--- src/rtl/njesia_kontrollit_if.sv ---
// Control bus between the multicycle control FSM and the datapath.
// master: the control FSM (consumes opcode/flags, drives selects and enables).
// slave : the datapath side (drives opcode/flags, consumes selects and enables).
interface njesia_kontrollit_if;
   logic [3:0] Opcode;
   logic       Zero;
   logic       MemReady;
   logic       IRWrite;
   logic       PCWrite;
   logic       MemRead;
   logic       MemWrite;
   logic       RegWrite;
   logic       RegDst;
   logic       ALUSrc;
   logic       MemToReg;
   logic [1:0] AluOp;
   logic       Halted;
   logic       Gabim;

   modport master (
      input  Opcode, Zero, MemReady,
      output IRWrite, PCWrite, MemRead, MemWrite, RegWrite,
             RegDst, ALUSrc, MemToReg, AluOp, Halted, Gabim
   );

   modport slave (
      output Opcode, Zero, MemReady,
      input  IRWrite, PCWrite, MemRead, MemWrite, RegWrite,
             RegDst, ALUSrc, MemToReg, AluOp, Halted, Gabim
   );
endinterface

--- src/rtl/njesia_kontrollit.sv ---
// Multicycle control FSM for the 16-bit CPU.
// Sequences FETCH / DECODE / EXEC / MEM / WB (plus BRANCH and HALT), stalling
// on MemReady. Outputs are decoded from the registered state and latched opcode.
// Optional memory-stall watchdog: define CTRL_WATCHDOG_EN to enable the ERROR
// state and the sticky Gabim flag; without it Gabim is tied low.
module njesia_kontrollit #(
   parameter int WD_LIMIT = 15,
   parameter int WD_W     = 4
) (
   input  logic                  Clock,
   input  logic                  Reset,
   njesia_kontrollit_if.master   bus
);

   localparam logic [3:0] OP_R    = 4'b0000;
   localparam logic [3:0] OP_ADDI = 4'b0100;
   localparam logic [3:0] OP_LW   = 4'b1000;
   localparam logic [3:0] OP_SW   = 4'b1100;
   localparam logic [3:0] OP_BEQ  = 4'b0010;
   localparam logic [3:0] OP_HALT = 4'b1111;

   localparam logic [1:0] ALU_ADD   = 2'b00;
   localparam logic [1:0] ALU_SUB   = 2'b01;
   localparam logic [1:0] ALU_FUNCT = 2'b10;

   typedef enum logic [3:0] {
      S_IDLE,
      S_FETCH,
      S_DECODE,
      S_EXEC,
      S_MEM,
      S_WB,
      S_BRANCH,
      S_HALT
`ifdef CTRL_WATCHDOG_EN
      , S_ERROR
`endif
   } state_t;

   state_t     state_q, state_d;
   logic [3:0] op_q, op_d;

`ifdef CTRL_WATCHDOG_EN
   logic [WD_W-1:0] wd_q, wd_d;
   logic            stalled;
`else
   // Watchdog parameters only matter when the watchdog is built in.
   localparam bit unused_wd_cfg = (WD_LIMIT < (1 << WD_W));
`endif

   // Next-state, opcode capture and watchdog count.
   always_comb begin
      state_d = state_q;
      op_d    = op_q;
      unique case (state_q)
         S_IDLE:   state_d = S_FETCH;
         S_FETCH:  if (bus.MemReady) state_d = S_DECODE;
         S_DECODE: begin
            // op_q is not loaded yet, so the branch decision uses the live opcode.
            op_d = bus.Opcode;
            case (bus.Opcode)
               OP_R, OP_ADDI, OP_LW, OP_SW: state_d = S_EXEC;
               OP_BEQ:                      state_d = S_BRANCH;
               OP_HALT:                     state_d = S_HALT;
               default:                     state_d = S_FETCH;
            endcase
         end
         S_EXEC:   state_d = (op_q == OP_LW || op_q == OP_SW) ? S_MEM : S_WB;
         S_MEM:    if (bus.MemReady) state_d = (op_q == OP_LW) ? S_WB : S_FETCH;
         S_WB:     state_d = S_FETCH;
         S_BRANCH: state_d = S_FETCH;
         S_HALT:   state_d = S_HALT;
`ifdef CTRL_WATCHDOG_EN
         S_ERROR:  state_d = S_ERROR;
`endif
         default:  state_d = S_IDLE;
      endcase

`ifdef CTRL_WATCHDOG_EN
      // A stall keeps the state unchanged, so any non-stall cycle (ready or a
      // state change) clears the count.
      stalled = (state_q == S_FETCH || state_q == S_MEM) && !bus.MemReady;
      wd_d    = stalled ? wd_q + 1'b1 : '0;
      if (wd_q == WD_W'(WD_LIMIT)) state_d = S_ERROR;
`endif
   end

   // State, latched opcode and watchdog registers.
   always_ff @(posedge Clock) begin
      if (Reset) begin
         state_q <= S_IDLE;
         op_q    <= 4'b0000;
`ifdef CTRL_WATCHDOG_EN
         wd_q    <= '0;
`endif
      end else begin
         state_q <= state_d;
         op_q    <= op_d;
`ifdef CTRL_WATCHDOG_EN
         wd_q    <= wd_d;
`endif
      end
   end

   // Control outputs decoded from state and op_q; only MemReady and Zero gate.
   always_comb begin
      bus.IRWrite  = 1'b0;
      bus.PCWrite  = 1'b0;
      bus.MemRead  = 1'b0;
      bus.MemWrite = 1'b0;
      bus.RegWrite = 1'b0;
      bus.RegDst   = 1'b0;
      bus.ALUSrc   = 1'b0;
      bus.MemToReg = 1'b0;
      bus.AluOp    = ALU_ADD;
      bus.Halted   = 1'b0;
      bus.Gabim    = 1'b0;
      case (state_q)
         S_FETCH: begin
            // PC + 2 is applied by the datapath together with the IR load.
            bus.MemRead = 1'b1;
            bus.IRWrite = bus.MemReady;
            bus.PCWrite = bus.MemReady;
         end
         S_EXEC: begin
            bus.ALUSrc = (op_q != OP_R);
            bus.AluOp  = (op_q == OP_R) ? ALU_FUNCT : ALU_ADD;
         end
         S_MEM: begin
            // Keep the immediate selected so the address is stable while stalled.
            bus.ALUSrc   = 1'b1;
            bus.MemRead  = (op_q == OP_LW);
            bus.MemWrite = (op_q == OP_SW);
         end
         S_WB: begin
            bus.RegWrite = 1'b1;
            bus.RegDst   = (op_q == OP_R);
            bus.MemToReg = (op_q == OP_LW);
         end
         S_BRANCH: begin
            bus.AluOp   = ALU_SUB;
            bus.PCWrite = bus.Zero;
         end
         S_HALT:  bus.Halted = 1'b1;
`ifdef CTRL_WATCHDOG_EN
         S_ERROR: bus.Gabim  = 1'b1;
`endif
         default: ;
      endcase
   end

endmodule

--- src/flat_wrapper.sv ---
// flat-port wrapper written by rule: the top's interface ports become plain ports
module njesia_kontrollit_flat 
#(
   parameter int WD_LIMIT = 15,
   parameter int WD_W     = 4
)
  (Clock, Reset, bus_Opcode, bus_Zero, bus_MemReady, bus_IRWrite, bus_PCWrite, bus_MemRead, bus_MemWrite, bus_RegWrite, bus_RegDst, bus_ALUSrc, bus_MemToReg, bus_AluOp, bus_Halted, bus_Gabim);
  njesia_kontrollit_if bus_i ();
  input  logic Clock;
  input  logic Reset;
  input wire logic [$bits(bus_i.Opcode)-1:0] bus_Opcode;
  input wire logic [$bits(bus_i.Zero)-1:0] bus_Zero;
  input wire logic [$bits(bus_i.MemReady)-1:0] bus_MemReady;
  output wire logic [$bits(bus_i.IRWrite)-1:0] bus_IRWrite;
  output wire logic [$bits(bus_i.PCWrite)-1:0] bus_PCWrite;
  output wire logic [$bits(bus_i.MemRead)-1:0] bus_MemRead;
  output wire logic [$bits(bus_i.MemWrite)-1:0] bus_MemWrite;
  output wire logic [$bits(bus_i.RegWrite)-1:0] bus_RegWrite;
  output wire logic [$bits(bus_i.RegDst)-1:0] bus_RegDst;
  output wire logic [$bits(bus_i.ALUSrc)-1:0] bus_ALUSrc;
  output wire logic [$bits(bus_i.MemToReg)-1:0] bus_MemToReg;
  output wire logic [$bits(bus_i.AluOp)-1:0] bus_AluOp;
  output wire logic [$bits(bus_i.Halted)-1:0] bus_Halted;
  output wire logic [$bits(bus_i.Gabim)-1:0] bus_Gabim;
  assign bus_i.Opcode = bus_Opcode;
  assign bus_i.Zero = bus_Zero;
  assign bus_i.MemReady = bus_MemReady;
  assign bus_IRWrite = bus_i.IRWrite;
  assign bus_PCWrite = bus_i.PCWrite;
  assign bus_MemRead = bus_i.MemRead;
  assign bus_MemWrite = bus_i.MemWrite;
  assign bus_RegWrite = bus_i.RegWrite;
  assign bus_RegDst = bus_i.RegDst;
  assign bus_ALUSrc = bus_i.ALUSrc;
  assign bus_MemToReg = bus_i.MemToReg;
  assign bus_AluOp = bus_i.AluOp;
  assign bus_Halted = bus_i.Halted;
  assign bus_Gabim = bus_i.Gabim;
  njesia_kontrollit #(.WD_LIMIT(WD_LIMIT), .WD_W(WD_W)) u_core (.Clock(Clock), .Reset(Reset), .bus(bus_i));
endmodule
--- config.mk ---
export PLATFORM = sky130hd
export DESIGN_NAME = njesia_kontrollit_flat
export DESIGN_NICKNAME = d
export VERILOG_FILES = /design/src/rtl/njesia_kontrollit_if.sv /design/src/rtl/njesia_kontrollit.sv /design/src/flat_wrapper.sv
export SDC_FILE = /design/constraint.sdc
export NUM_CORES = 1
export LEC_CHECK = 0
export CORE_AREA = 2 2 39 41
export CTS_CLUSTER_DIAMETER = 50
export DETAILED_ROUTE_END_ITERATION = 8
export DIE_AREA = 0 0 41 43
export PLACE_DENSITY = 0.82
export SYNTH_ARGS = -nofsm -noshare
export SYNTH_HDL_FRONTEND = slang
export SYNTH_SLANG_ARGS = --single-unit
--- constraint.sdc ---
create_clock -name Clock -period 2.7 [get_ports Clock]
set_clock_uncertainty 0.2 [all_clocks]
set_input_delay 0.27 -clock Clock [delete_from_list [all_inputs] [get_ports Clock]]
set_output_delay 0.27 -clock Clock [all_outputs]
set_load 0.02 [all_outputs]
==> results by group, run 1 <==
Placement
  – Gpl congestion: 0.7985
  – Post-DP Area: 693.2 sq um
  – HPWL Detailed: 892.9 microns
  – Dpl cells: 95
  – Port Buf Inserts: 18

Worst setup path
  – R2R Path End: u_core.state_q[2]$_SDFFE_PP0P_
  – Worst EP arrival: 2120 ps
  – Crit path buffers/inverters: 1
  – R2R depth: 3
  – CP max stage delay: 690 ps
  – Max stage delay cell, worst path: or4_2
  – Cell Chain, Critical Path: or4_2, nor3_1, clkdlybuf4s50_1
  – Crit-path max FO: 5
  – Worst Setup End Kind: output pin
  – CP startpoint kind: flop
  – Worst EP required: 2230 ps
  – CP delay by family, top: simple AND/OR/NAND/NOR gates
  – Critical path class: reg2out
  – R2r startpoint: u_core.state_q[1]$_SDFFE_PP0P_
  – Reg2reg setup slack: 1050 ps

Run status
  – Status: finished, final reports clean

Floorplanning
  – Core area: 1384 sq um
  – IO Count: 20
  – Die Wd: 41 microns
  – Initial Utilization: 0.3761
  – Die height: 43 microns
  – Rows: 14
  – Die ar.: 1763 sq um

STA
  – Fin crit share: 0.9584
  – RSZ-0062 raised after global routing: false
  – Hold Vio Cnt, Final: 0
  – Fin Hold WS: 360.1 ps
  – F_max: 386.4 MHz
  – Crit path time final: 2588 ps
  – Max-slew violation count: 0
  – Rel. slew slack: 0.6535
  – Setup violators final: 0
  – Least-Margin Pin Slew: 517.5 ps
  – TNS Setup: 0 ps

Routing
  – DRT Pass-1 Iters: 5
  – Routed WL: 1205 microns
  – Drt drc: 0
  – WL/cell: 12.17 microns
  – Detailed Route Iter0 Violations: 10
  – Vias/cell: 5.364
  – Via count: 531
  – Antenna viol nets, final: 0

Power
  – Logic gate share of total power: 0.239
  – Clock network power share: 0.347
  – Psw: 0.08273 mW
  – Int Pwr: 0.2016 mW
  – VDD IR max: 0.0002666 V
  – Net Sw Frac: 0.2910
  – Pleak: 0.3123 nW
  – Flop pwr share: 0.414
  – Overall power: 0.2843 mW
  – Pwr Density: 391.8 nW/um^2

Clocking
  – Clock Tree Buf Depth: 2
  – Worst skew pair latency: 250 ps
  – CTS tree: done
  – Total CTS buffers: 3
  – CTS root buffer: clkbuf_4
  – Hold_buf cts: 0
  – Clock sinks: 7
  – Clock slew at reported path FFs: 50 ps
  – H-tree depth: 1

Cells and area
  – Multi-input gate area: 344.1 sq um
  – Leading cell type in the layout, fill and taps excluded: clkdlybuf4s50_1
  – Nets: 92
  – Layout Cells excl Fill: 99
  – Antenna cells: 0
  – Area growth syn-to-layout: 39.42%
  – FILL cells: 141
  – Most frequent cells in the layout: clkdlybuf4s50_1 (17), nor2_1 (8), dfxtp_1 (6), nand2_1 (4), mux2i_1 (4)
  – Share of cells above drive strength 1: 0.1205
  – Register Area: 141.4 sq um
  – Fin area: 725.7 sq um

Global route
  – Grt ovf: 0
  – Vias in the first global route: 478
  – Largest net degree at the start of global routing: 14
  – Initial antenna violation count: 0
  – First-pass GRT wire length: 1938 microns
  – GRT Util Overall: 0.1662

Synth
  – Cell Area, Synth: 520.5 sq um
  – Largest area contributor in the netlist: dfxtp_1
  – Post-synth cell types: 31
  – FF+latch count, synth: 7
  – YS warnings: 0
  – Mapped Nets: 73
  – Sequential area share after synthesis: 0.2692
  – Top cells by area, synth: dfxtp_1 (27%), mux2i_1 (7.7%), nor2_1 (5.8%)
  – Mapped Avg Cell Area: 8.008 sq um
  – Area share of the largest cell type after synthesis: 0.2692
  – Mapped Cells: 65

Hold path
  – Hold depth: 2
  – Min-delay src: u_core.op_q[2]$_SDFFE_PP0P_
  – Hold EP: u_core.op_q[2]$_SDFFE_PP0P_
  – Class of the worst hold path: reg2reg

Job
  – Max Cap Viol: 0
==> routing by layer <==
layer,part of all wire,up-vias,GRT usage
met1,0.42,240,0.1981
met5,0,-,0
met2,0.49,20,0.2500
met3,0.085,2,0.06283
li1,-,269,-
met4,0.0066,0,0.08000
==> tightest hold or removal path: cells and delay by family (launching register included) <==
kind,cells,cell delay [ps]
DFF,1,330
muxes,1,130
and+or+nand+nor,1,50
==> worst max path at each step <==
stage / from / to / slack (ps) / cells after the start
final: u_core.op_q[3]$_SDFFE_PP0P_ / bus_AluOp[1] / 110 / 3
after global routing: u_core.state_q[0]$_SDFFE_PP0P_ / bus_PCWrite / 30 / 4
after CTS: u_core.op_q[3]$_SDFFE_PP0P_ / bus_AluOp[1] / 100 / 3
after detailed placement: u_core.state_q[2]$_SDFFE_PP0P_ / bus_MemWrite / 290 / 3
after global placement: u_core.state_q[2]$_SDFFE_PP0P_ / bus_MemWrite / 320 / 3
after floorplan: u_core.state_q[1]$_SDFFE_PP0P_ / bus_MemWrite / 710 / 2
==> cell type report <==
class / instances / share of cell area
Clock buffer: 4 / 0.03621
Inverter: 3 / 0.01552
Multi-Input combinational cell: 51 / 0.4741
Sequential cell: 7 / 0.1948
Tap cell: 16 / 0.02759
Timing Repair Buffer: 18 / 0.2517
==> state kept, by name, indices dropped and copies added, names as in the netlist <==
name            count
u_core.op_q         4
u_core.state_q      3
==> power groups by stage <==
stage	clock network (mW)	registers [mW]	logic (mW)
2_1_floorplan	0	0.114	0.0465
3_3_place_gp	0	0.119	0.0663
3_5_place_dp	0	0.120	0.0674
4_1_cts	0.103	0.118	0.0678
5_1_grt	0.108	0.119	0.0749
6_report	0.0987	0.118	0.0678
==> metrics by stage <==
step,utilization,worst slack [ps]
3_5_place_dp,0.5009,294.0
3_3_place_gp,0.5009,317.8
5_1_grt,0.5244,34.53
4_1_cts,0.5208,96.35
6_report,0.5244,112.3
2_1_floorplan,-,709.1
==> cell usage after synthesis (all sizes together) <==
cell type	number
a211o	2
a211oi	1
a21bo	1
a21o	1
a21oi	1
a32o	1
and3	2
and3b	2
buf	4
conb	1
dfxtp	7
inv	3
mux2i	4
nand2	4
nand2b	3
nand4	1
nor2	8
nor2b	3
nor3	3
nor3b	2
nor4	1
nor4bb	1
o2111ai	1
o211ai	1
o21a	1
o21ai	3
or3b	1
or4	1
or4b	1
==> what timing repair did <==
| item | CTS | global route |
|---|---|---|
| endpoints found under the setup margin | 1 | 2 |
| buffers inserted | 0 | 0 |
| resized for setup | 1 | 2 |
==> cells by family after synthesis <==
group	synth area share
simple gates	0.3870
compound gates	0.1851
flops	0.2692
buf+inv	0.07451
mux	0.07693
other cells	0.007205
(Power assumes the default switching activity.)
==> run 2, diff against run 1 <==
--- a/config.mk
+++ b/config.mk
@@ -9,7 +9,9 @@
 export CTS_CLUSTER_DIAMETER = 50
 export DETAILED_ROUTE_END_ITERATION = 8
 export DIE_AREA = 0 0 41 43
+export GPL_ROUTABILITY_DRIVEN = 1
 export PLACE_DENSITY = 0.82
 export SYNTH_ARGS = -nofsm -noshare
 export SYNTH_HDL_FRONTEND = slang
 export SYNTH_SLANG_ARGS = --single-unit
+export TNS_END_PERCENT = 50
==> results of run 2 <==
The final DEF is identical to that of run 1; final timing and power are the same.
